## src/rtl/qed_inst_monitor.sv

```systemverilog
// Registered RV32I instruction-legality monitor for SQED runs: original-register partition,
// immediate bounds, SIF-commit phase and store budget. Optional properties under QED_MON_ASSUME_EN.
module qed_inst_monitor #(
  parameter int REG_HALF    = 16,
  parameter int LD_IMM_MAX  = 64,
  parameter int ST_IMM7_MAX = 2,
  parameter int MAX_STORES  = 15,
  parameter int CNT_W       = 8,
  parameter int PC_DEP_OK   = 0
) (
  input  logic             clk,
  input  logic             rst,
  input  logic             in_valid,
  input  logic [31:0]      instruction,
  input  logic             sif_commit,
  output logic             out_valid,
  output logic             out_legal,
  output logic [3:0]       out_class,
  output logic [1:0]       phase,
  output logic [7:0]       store_count,
  output logic             viol_sticky,
  output logic [CNT_W-1:0] viol_count,
  output logic [31:0]      first_viol_inst
);

  if (MAX_STORES < 1 || MAX_STORES > 255) begin : g_bad_max_stores
    $error("qed_inst_monitor: MAX_STORES must be within 1..255");
  end

  // Handshake: in_valid qualifies instruction on a rising clk edge; out_valid is in_valid
  // delayed one cycle and there is no backpressure. Result fields hold while out_valid = 0.

  typedef enum logic [1:0] {
    PH_PRE   = 2'd0,
    PH_POST  = 2'd1,
    PH_LIMIT = 2'd2
  } phase_e;

  localparam logic [6:0] OP_R      = 7'b0110011;
  localparam logic [6:0] OP_I      = 7'b0010011;
  localparam logic [6:0] OP_B      = 7'b1100011;
  localparam logic [6:0] OP_LOAD   = 7'b0000011;
  localparam logic [6:0] OP_STORE  = 7'b0100011;
  localparam logic [6:0] OP_JAL    = 7'b1101111;
  localparam logic [6:0] OP_JALR   = 7'b1100111;
  localparam logic [6:0] OP_LUI    = 7'b0110111;
  localparam logic [6:0] OP_AUIPC  = 7'b0010111;
  localparam logic [6:0] OP_FENCE  = 7'b0001111;
  localparam logic [6:0] OP_SYSTEM = 7'b1110011;
  localparam logic [6:0] OP_NOP    = 7'b1111111;

  localparam logic [31:0]      REG_HALF_U = REG_HALF;
  localparam logic [31:0]      LD_MAX_U   = LD_IMM_MAX;
  localparam logic [31:0]      ST_MAX_U   = ST_IMM7_MAX;
  localparam logic [7:0]       MAX_ST8    = 8'(MAX_STORES);
  localparam logic [CNT_W-1:0] VC_ONE     = 1;
  localparam logic [CNT_W-1:0] VC_MAX     = '1;

  logic [6:0] opcode;
  logic [4:0] rd, rs1, rs2;
  logic [2:0] funct3;
  logic [6:0] funct7;

  assign opcode = instruction[6:0];
  assign rd     = instruction[11:7];
  assign funct3 = instruction[14:12];
  assign rs1    = instruction[19:15];
  assign rs2    = instruction[24:20];
  assign funct7 = instruction[31:25];

  logic rd_ok, rs1_ok, rs2_ok, rd_pc_ok, mem_base_ok;
  assign rd_ok       = ({27'b0, rd}  < REG_HALF_U);
  assign rs1_ok      = ({27'b0, rs1} < REG_HALF_U);
  assign rs2_ok      = ({27'b0, rs2} < REG_HALF_U);
  // PC-dependent writers may only target x0 unless PC_DEP_OK relaxes it.
  assign rd_pc_ok    = (PC_DEP_OK != 0) ? rd_ok : (rd == 5'd0);
  assign mem_base_ok = (rs1 == 5'd0) && (instruction[31:30] == 2'b00);

  phase_e     state_q, state_d;
  logic [7:0] sc_q, sc_d;
  logic [3:0] cls_c;
  logic       legal_c;

  always_comb begin
    cls_c = 4'd0;
    unique case (opcode)
      OP_R: begin
        if (((funct7 == 7'b0000000) ||
             (funct7 == 7'b0100000 && (funct3 == 3'b000 || funct3 == 3'b101))) &&
            rs1_ok && rs2_ok && rd_ok)
          cls_c = 4'd1;
      end
      OP_I: begin
        if (rs1_ok && rd_ok &&
            ((funct3 == 3'b001 && funct7 == 7'b0000000) ||
             (funct3 == 3'b101 && (funct7 == 7'b0000000 || funct7 == 7'b0100000)) ||
             (funct3 != 3'b001 && funct3 != 3'b101)))
          cls_c = 4'd2;
      end
      OP_B: begin
        if (funct3 != 3'b010 && funct3 != 3'b011 && rs1_ok && rs2_ok)
          cls_c = 4'd3;
      end
      OP_LOAD: begin
        if ((funct3 == 3'b000 || funct3 == 3'b001 || funct3 == 3'b010 ||
             funct3 == 3'b100 || funct3 == 3'b101) &&
            mem_base_ok && rd_ok && ({20'b0, instruction[31:20]} < LD_MAX_U))
          cls_c = 4'd4;
      end
      OP_STORE: begin
        // Stores are only legal inside the post-commit window, judged on the pre-edge phase.
        if ((funct3 == 3'b000 || funct3 == 3'b001 || funct3 == 3'b010) &&
            mem_base_ok && rs2_ok && ({25'b0, funct7} < ST_MAX_U) && state_q == PH_POST)
          cls_c = 4'd5;
      end
      OP_JAL:    if (rd_pc_ok) cls_c = 4'd6;
      OP_JALR:   if (funct3 == 3'b000 && rs1_ok && rd_pc_ok) cls_c = 4'd7;
      OP_LUI:    if (rd_ok) cls_c = 4'd8;
      OP_AUIPC:  if (rd_pc_ok) cls_c = 4'd9;
      OP_FENCE:  if (funct3 == 3'b000) cls_c = 4'd10;
      OP_SYSTEM: begin
        if (instruction[31:7] == 25'd0 || instruction[31:7] == 25'h0002000)
          cls_c = 4'd11;
      end
      OP_NOP:    cls_c = 4'd12;
      default:   cls_c = 4'd0;
    endcase
  end

  assign legal_c = (cls_c != 4'd0);

  always_comb begin
    state_d = state_q;
    sc_d    = sc_q;
    unique case (state_q)
      PH_PRE: if (sif_commit) state_d = PH_POST;
      PH_POST: begin
        if (!sif_commit) begin
          state_d = PH_PRE;
          sc_d    = 8'd0;
        end else if (in_valid && cls_c == 4'd5) begin
          sc_d = sc_q + 8'd1;
          if (sc_q + 8'd1 == MAX_ST8) state_d = PH_LIMIT;
        end
      end
      PH_LIMIT: begin
        if (!sif_commit) begin
          state_d = PH_PRE;
          sc_d    = 8'd0;
        end
      end
      default: begin
        state_d = PH_PRE;
        sc_d    = 8'd0;
      end
    endcase
  end

  always_ff @(posedge clk) begin
    if (rst) begin
      state_q         <= PH_PRE;
      sc_q            <= 8'd0;
      out_valid       <= 1'b0;
      out_legal       <= 1'b0;
      out_class       <= 4'd0;
      viol_sticky     <= 1'b0;
      viol_count      <= '0;
      first_viol_inst <= 32'd0;
    end else begin
      state_q   <= state_d;
      sc_q      <= sc_d;
      out_valid <= in_valid;
      if (in_valid) begin
        out_legal <= legal_c;
        out_class <= cls_c;
      end
      if (in_valid && !legal_c) begin
        if (viol_count != VC_MAX) viol_count <= viol_count + VC_ONE;
        if (!viol_sticky) begin
          viol_sticky     <= 1'b1;
          first_viol_inst <= instruction;
        end
      end
    end
  end

  assign phase       = state_q;
  assign store_count = sc_q;

`ifdef QED_MON_ASSUME_EN
  assume_in_legal: assume property (@(posedge clk) disable iff (rst) in_valid |-> legal_c);
  assert_no_viol:  assert property (@(posedge clk) disable iff (rst) !viol_sticky);
`else
  // Plain checker build: no properties.
`endif

endmodule

```

## config.mk

```make
export PLATFORM = sky130hd
export DESIGN_NAME = qed_inst_monitor
export DESIGN_NICKNAME = d
export VERILOG_FILES = /design/src/rtl/qed_inst_monitor.sv
export SDC_FILE = /design/constraint.sdc
export NUM_CORES = 1
export LEC_CHECK = 0
export CORE_ASPECT_RATIO = 1.5
export CORE_MARGIN = 2
export CORE_UTILIZATION = 25
export CTS_BUF_LIST = sky130_fd_sc_hd__clkbuf_4
export DETAILED_ROUTE_END_ITERATION = 12
export SYNTH_ARGS = -nofsm -noshare
export SYNTH_HDL_FRONTEND = slang
export SYNTH_SLANG_ARGS = --single-unit
```

## constraint.sdc

```tcl
create_clock -name clk -period 7.27 [get_ports clk]
set_input_delay 0.727 -clock clk [delete_from_list [all_inputs] [get_ports clk]]
set_output_delay 0.727 -clock clk [all_outputs]
set_load 0.1 [all_outputs]
```

==> Word level (Yosys, flattened, before mapping) <==
Cells that the tools add are included.
{ "classes": {"addsub": 2, "magnitude_cmp": 5, "eq_ne": 31, "bitwise_logic": 2, "mux": 22, "reduce_logical": 47} }
{ "op_table": {"columns": ["cell", "n"], "rows": [
  ["4-bit one-hot mux with 12 select lines", 1],
  ["7-bit equality test (second input constant)", 5],
  ["7-bit by 6-bit equality test with 1-bit output (second input constant)", 4],
  ["25-bit by 14-bit equality test with 1-bit output (second input constant)", 1],
  ["25-bit zero test", 1],
  ["1-bit logical AND", 24],
  ["8-bit two-way mux", 3],
  ["8-bit one-hot mux with 3 select lines", 1],
  ["8-bit by 1-bit adder with 8-bit output (second input constant)", 2],
  ["4-bit two-way mux", 4],
  ["5-bit less-than comparator (second input constant)", 3],
  ["7-bit by 5-bit equality test with 1-bit output (second input constant)", 2],
  ["2-bit two-way mux", 7],
  ["12-bit by 7-bit less-than comparator with 1-bit output (second input constant)", 1],
  ["3-bit two-way mux", 4],
  ["3-bit by 2-bit inequality test with 1-bit output (second input constant)", 4],
  ["5-bit zero test", 2],
  ["1-bit logical OR", 10],
  ["8-bit by 4-bit equality test with 1-bit output (second input constant)", 1],
  ["8-bit inequality test (second input constant)", 1],
  ["7-bit by 2-bit equality test with 1-bit output (second input constant)", 1],
  ["7-bit by 4-bit equality test with 1-bit output (second input constant)", 1],
  ["7-bit zero test", 1],
  ["7-bit by 2-bit less-than comparator with 1-bit output (second input constant)", 1],
  ["other kinds (19)", 24]
]} }
{ "word_totals": {"regBits": 57, "out_inout_bits": 57, "input_bits": 36} }

==> Longest topological paths before layout <==
{ "logic_depth": {"word_depth": 15, "depth_mapped": 9} }

==> Worst setup path after synthesis <==
No wires, ideal clock.
{ "synth_timing": {"kind": "register to register", "from": "reg state_q[0], in the netlist phase[0]", "to": "reg viol_count[3]", "t_arrival_ns": 2.801, "path_buffers": 1, "setup_time_ns": 0.121, "t_required_ns": 7.149, "path_stages_with_launch": 9, "path_slack_ns": 4.347, "path_cell_list": "dfxtp_1 -> nand4bb_1 -> or4_1 -> or4_1 -> nand4b_1 -> or2_1 -> buf_6 -> nor4b_2 -> mux2_4"} }
{ "synth_via": {"elab_chain_cells": 8} }
{ "synth_lines": {"columns": ["element", "line", "source"], "rows": [
  ["from (decl)", "79", "phase_e state_q, state_d;"],
  ["from (signal assigned)", "170", "state_q <= state_d;"],
  ["2-bit by 1-bit equality test with 1-bit output", "113", "mem_base_ok && rs2_ok && ({25'b0, funct7} < ST_MAX_U) && state_q == PH_POST)"],
  ["1-bit logical AND", "113", null],
  ["3-bit two-way mux", "112", "if ((funct3 == 3'b000 || funct3 == 3'b001 || funct3 == 3'b010) &&"],
  ["4-bit one-hot mux with 12 select lines", "86", "unique case (opcode)"],
  ["4-bit nonzero test", "130", "assign legal_c = (cls_c != 4'd0);"],
  ["1-bit zero test", "177", "if (in_valid && !legal_c) begin"],
  ["1-bit logical AND", "177", null],
  ["2-bit AND reduction (no source line)", null, null],
  ["to (signal assigned)", "178", "if (viol_count != VC_MAX) viol_count <= viol_count + VC_ONE;"],
  ["to (decl)", "22", "output logic [CNT_W-1:0] viol_count,"]
]} }
No other way between the ends.
A chain may end at the register's enable or synchronous reset.

==> Worst setup path in the final report <==
{ "layout_timing": {"from": "in instruction[5]", "to": "reg viol_count[3]"} }
{ "layout_via": {"elab_chain_cells": 6, "word_cells_on_any_way": 17, "classes_between": "eq/ne (12); mux (1); reduce/logical (4)"} }
{ "layout_lines": {"columns": ["element", "line", "source"], "rows": [
  ["from (decl)", "14", "input logic [31:0] instruction,"],
  ["7-bit equality test, or another cell as far along", "86", null],
  ["4-bit one-hot mux with 12 select lines *", "86", null],
  ["4-bit nonzero test *", "130", null],
  ["1-bit zero test *", "177", null],
  ["1-bit logical AND *", "177", null],
  ["2-bit AND reduction (no source line) *", null, null]
]} }
Every way passes the cells marked *; elsewhere a longest branch is shown, timed or not.

==> out/metrics.csv <==
stage,metric,value,unit
status,status,completed,
final_layout,synthToLayoutAreaGrowth,38.9,%
clock_network,postCtsSetupRepairBufs,0,
clock_network,clock_latency,420,ps
timing,rsz0062_at_grt,no,
drt,drt-initial-drc-count,128,
drt,vias,2710,
critical_path,critPathSlowestCell,clkdlybuf4s50_1,
clock_network,cts.sinks,57,
timing,setup_viol,0,
final_layout,multi_input_area,0.00158,mm^2
global_route,grt_pass1_wl,13200,um
final_layout,n_antenna_cell,0,
clock_network,cts-htree-levels,3,
clock_network,root_buffer,clkbuf_4,
timing,fin_tns_setup,0,ps
logic_synthesis,yosysSeqAreaShare,40.1,%
final_layout,register_area,0.00114,mm^2
floorplanning,initial_core_util,25.7,%
clock_network,cts-buffers-inserted,9,
place,dp_hpwl,6070,um
logic_synthesis,syn_inst,320,
floorplanning,die_h,135,um
power,power.density,185,mW/mm^2
floorplanning,row_count,47,
clock_network,clk_pin_slew,100,ps
final_layout,fill_cells,1198,
logic_synthesis,post_synth.cell_area_avg,8.89,um^2
place,place_congestion,0.828,
place,io_buffer_count,92,
critical_path,critPathLaunchType,primary input,
floorplanning,dieArea,0.0123,mm^2
clock_network,cts-hold-fix-buffers,0,
critical_path,crit_top_cell,or4_1,
floorplanning,design.core.area,0.0111,mm^2
timing,period_share,45.0,%
critical_path,critPathBufInv,1,
floorplanning,pin_count,93,
timing,maxSlewViolCount,0,
final_layout,post-route-util,35.8,%
drt,ant_nets,0,
timing,slew_headroom,32.7,%
drt,routed_via_density,4.88,
global_route,grt_pass1_vias,2617,
global_route,grt.total_usage,13.6,%
critical_path,cpLargestDelayFamily,simple AND/OR/NAND/NOR gates,
final_layout,nNetsFinal,445,
critical_path,required,7580,ps
critical_path,worstPathMaxFanout,11,
timing,period_needed,3270,ps
logic_synthesis,ys_warn_count,0,
logic_synthesis,syn_nets,359,
global_route,grt_max_degree,57,
final_layout,drive_gt1_share,5.88,%
critical_path,crit_type,in -> reg,
drt,first_pass_iters,4,
logic_synthesis,syn_area,0.00285,mm^2
flow_run,drv_cap,0,
critical_path,cp_data_arrival_time,3580,ps
timing,worstMarginPinSlew,1010,ps
drt,wl,8100,um
drt,avgRoutedWirePerCell,14.6,um
logic_synthesis,ys.flop_type,dfxtp_1,
drt,drc,0,
critical_path,cp-end-kind,flip-flop,
clock_network,cts_resized,0,
logic_synthesis,synthArstFlopShare,0,%
global_route,antenna_found_initial,0,
min_path,hold_path.class,reg -> reg,
timing,hold_violations,0,
floorplanning,fp.dieW,91.1,um
logic_synthesis,synth_cell_type_count,58,
logic_synthesis,synth_edf_count,0,
clock_network,cts_tree,built,
clock_network,cts_buffer_depth,2,
power,ir_worst_vdd,0.0813,mV
global_route,grt-ovfl-total,0,
timing,max_freq,306,MHz
timing,skew,11.8,ps
critical_path,max_stage_delay,740,ps
logic_synthesis,ys_ff_latch,57,
critical_path,crit_chain,"clkdlybuf4s50_1, nand4bb_1, or4_1, or4_1, nand4b_1, or2_1, nor4b_2, mux2_4",
power,leakagePower,1.45,nW
==> power breakdown <==
| group | internal (mW) | switching [mW] |
|---|---|---|
| Sequential | 0.326 | 0.00850 |
| Combinational | 0.0623 | 0.150 |
| Clock | 0.0708 | 0.112 |
| Total | 0.459 | 0.271 |
==> worst register-to-register path, delay by kind of cell (launching register included) <==
family        cells  cell delay, ps
simple gates      6            1860
flops             1             370
mux               1             300
==> through the flow <==
stage                     cells  instance area, um^2  hold WS (ps)  worst slack (ps)  power [mW]
after floorplan             320                 2850           874              4350       0.494
after global placement      542                 3860           467              3600       0.554
after detailed placement    542                 3860           474              3600       0.556
after CTS                   555                 3950           490              4050       0.742
after global routing        555                 3950           524              3840       0.764
final                       555                 3950           482              4000       0.730
==> synthesized netlist by cell type (all sizes together), types with 3 or more instances <==
master	count	area, um^2
a211o	3	26.3
a21oi	9	45.0
and3	5	32.5
and4b	3	30.0
buf	10	67.6
clkbuf	8	30.0
dfxtp	57	1140
ha	3	37.5
inv	10	37.5
mux2i	33	330
nand2	13	48.8
nand2b	3	18.8
nand3	10	50.1
nand3b	5	37.5
nand4	3	18.8
nand4bb	3	50.1
nor2	55	206
nor2b	7	43.8
nor3	10	55.1
nor4	5	31.3
nor4b	4	41.3
o21ai	9	45.0
or3	6	37.5
or4	7	52.6
xnor2	5	43.8
==> sequential cells by signal, summed over array words and instances (netlist names) <==
name,cells
first_viol_inst,32
store_count,8
out_class,4
viol_sticky,1
out_valid,1
out_legal,1
phase,2
viol_count,8
==> logic make-up after synthesis <==
logic type / synth area share [%]
and+or+nand+nor: 29.5
muxes: 12.1
adders and majority gates: 1.67
DFF: 40.1
xor gates and xnor gates: 1.85
AOI/OAI and AO/OA: 10.0
buffers and inverters: 4.75
==> path summary, 6_finish.rpt <==
path | to | slack [ps] | from | depth (start not counted)
worst max register to register | viol_count[3]$_SDFFE_PP0P_ | 4650 | phase[1]$_SDFFE_PP0P_ | 7
worst max-delay path | viol_count[3]$_SDFFE_PP0P_ | 4000 | instruction[5] | 8
worst min register to register | out_legal$_SDFFE_PP0P_ | 480 | out_legal$_SDFFE_PP0P_ | 2
worst min-delay path | out_legal$_SDFFE_PP0P_ | 480 | out_legal$_SDFFE_PP0P_ | 2
==> placed cells by master (no fill, tap or decap), types with 7 or more instances in the layout <==
cell type,netlist,routed
clkdlybuf4s50_1,0,91
dfxtp_1,57,57
nor2_1,55,55
mux2i_1,33,33
nand2_1,13,13
clkbuf_4,0,11
inv_1,10,10
nand3_1,10,10
o21ai_0,9,9
nor3_1,9,9
a21oi_1,9,9
or4_1,7,7
nor2b_1,7,7
==> final cells by class <==
cell class / count / share of cell area [%]
clock buffer: 11 / 2.09
clock inverter: 2 / 0.222
inverter: 10 / 0.950
multi-input combinational: 235 / 39.9
sequential: 57 / 28.9
tap: 147 / 4.65
timing repair buffer: 93 / 23.4
==> per-layer routing <==
layer / up-vias / part of all wire (%) / GRT usage (%)
met5: - / 0 / 0
met4: 0 / 2.4 / 7.66
met3: 18 / 4.7 / 3.46
met2: 77 / 52 / 23.5
met1: 1292 / 41 / 15.3
li1: 1323 / - / -
Note: power is estimated with default switching activity, not from simulation.
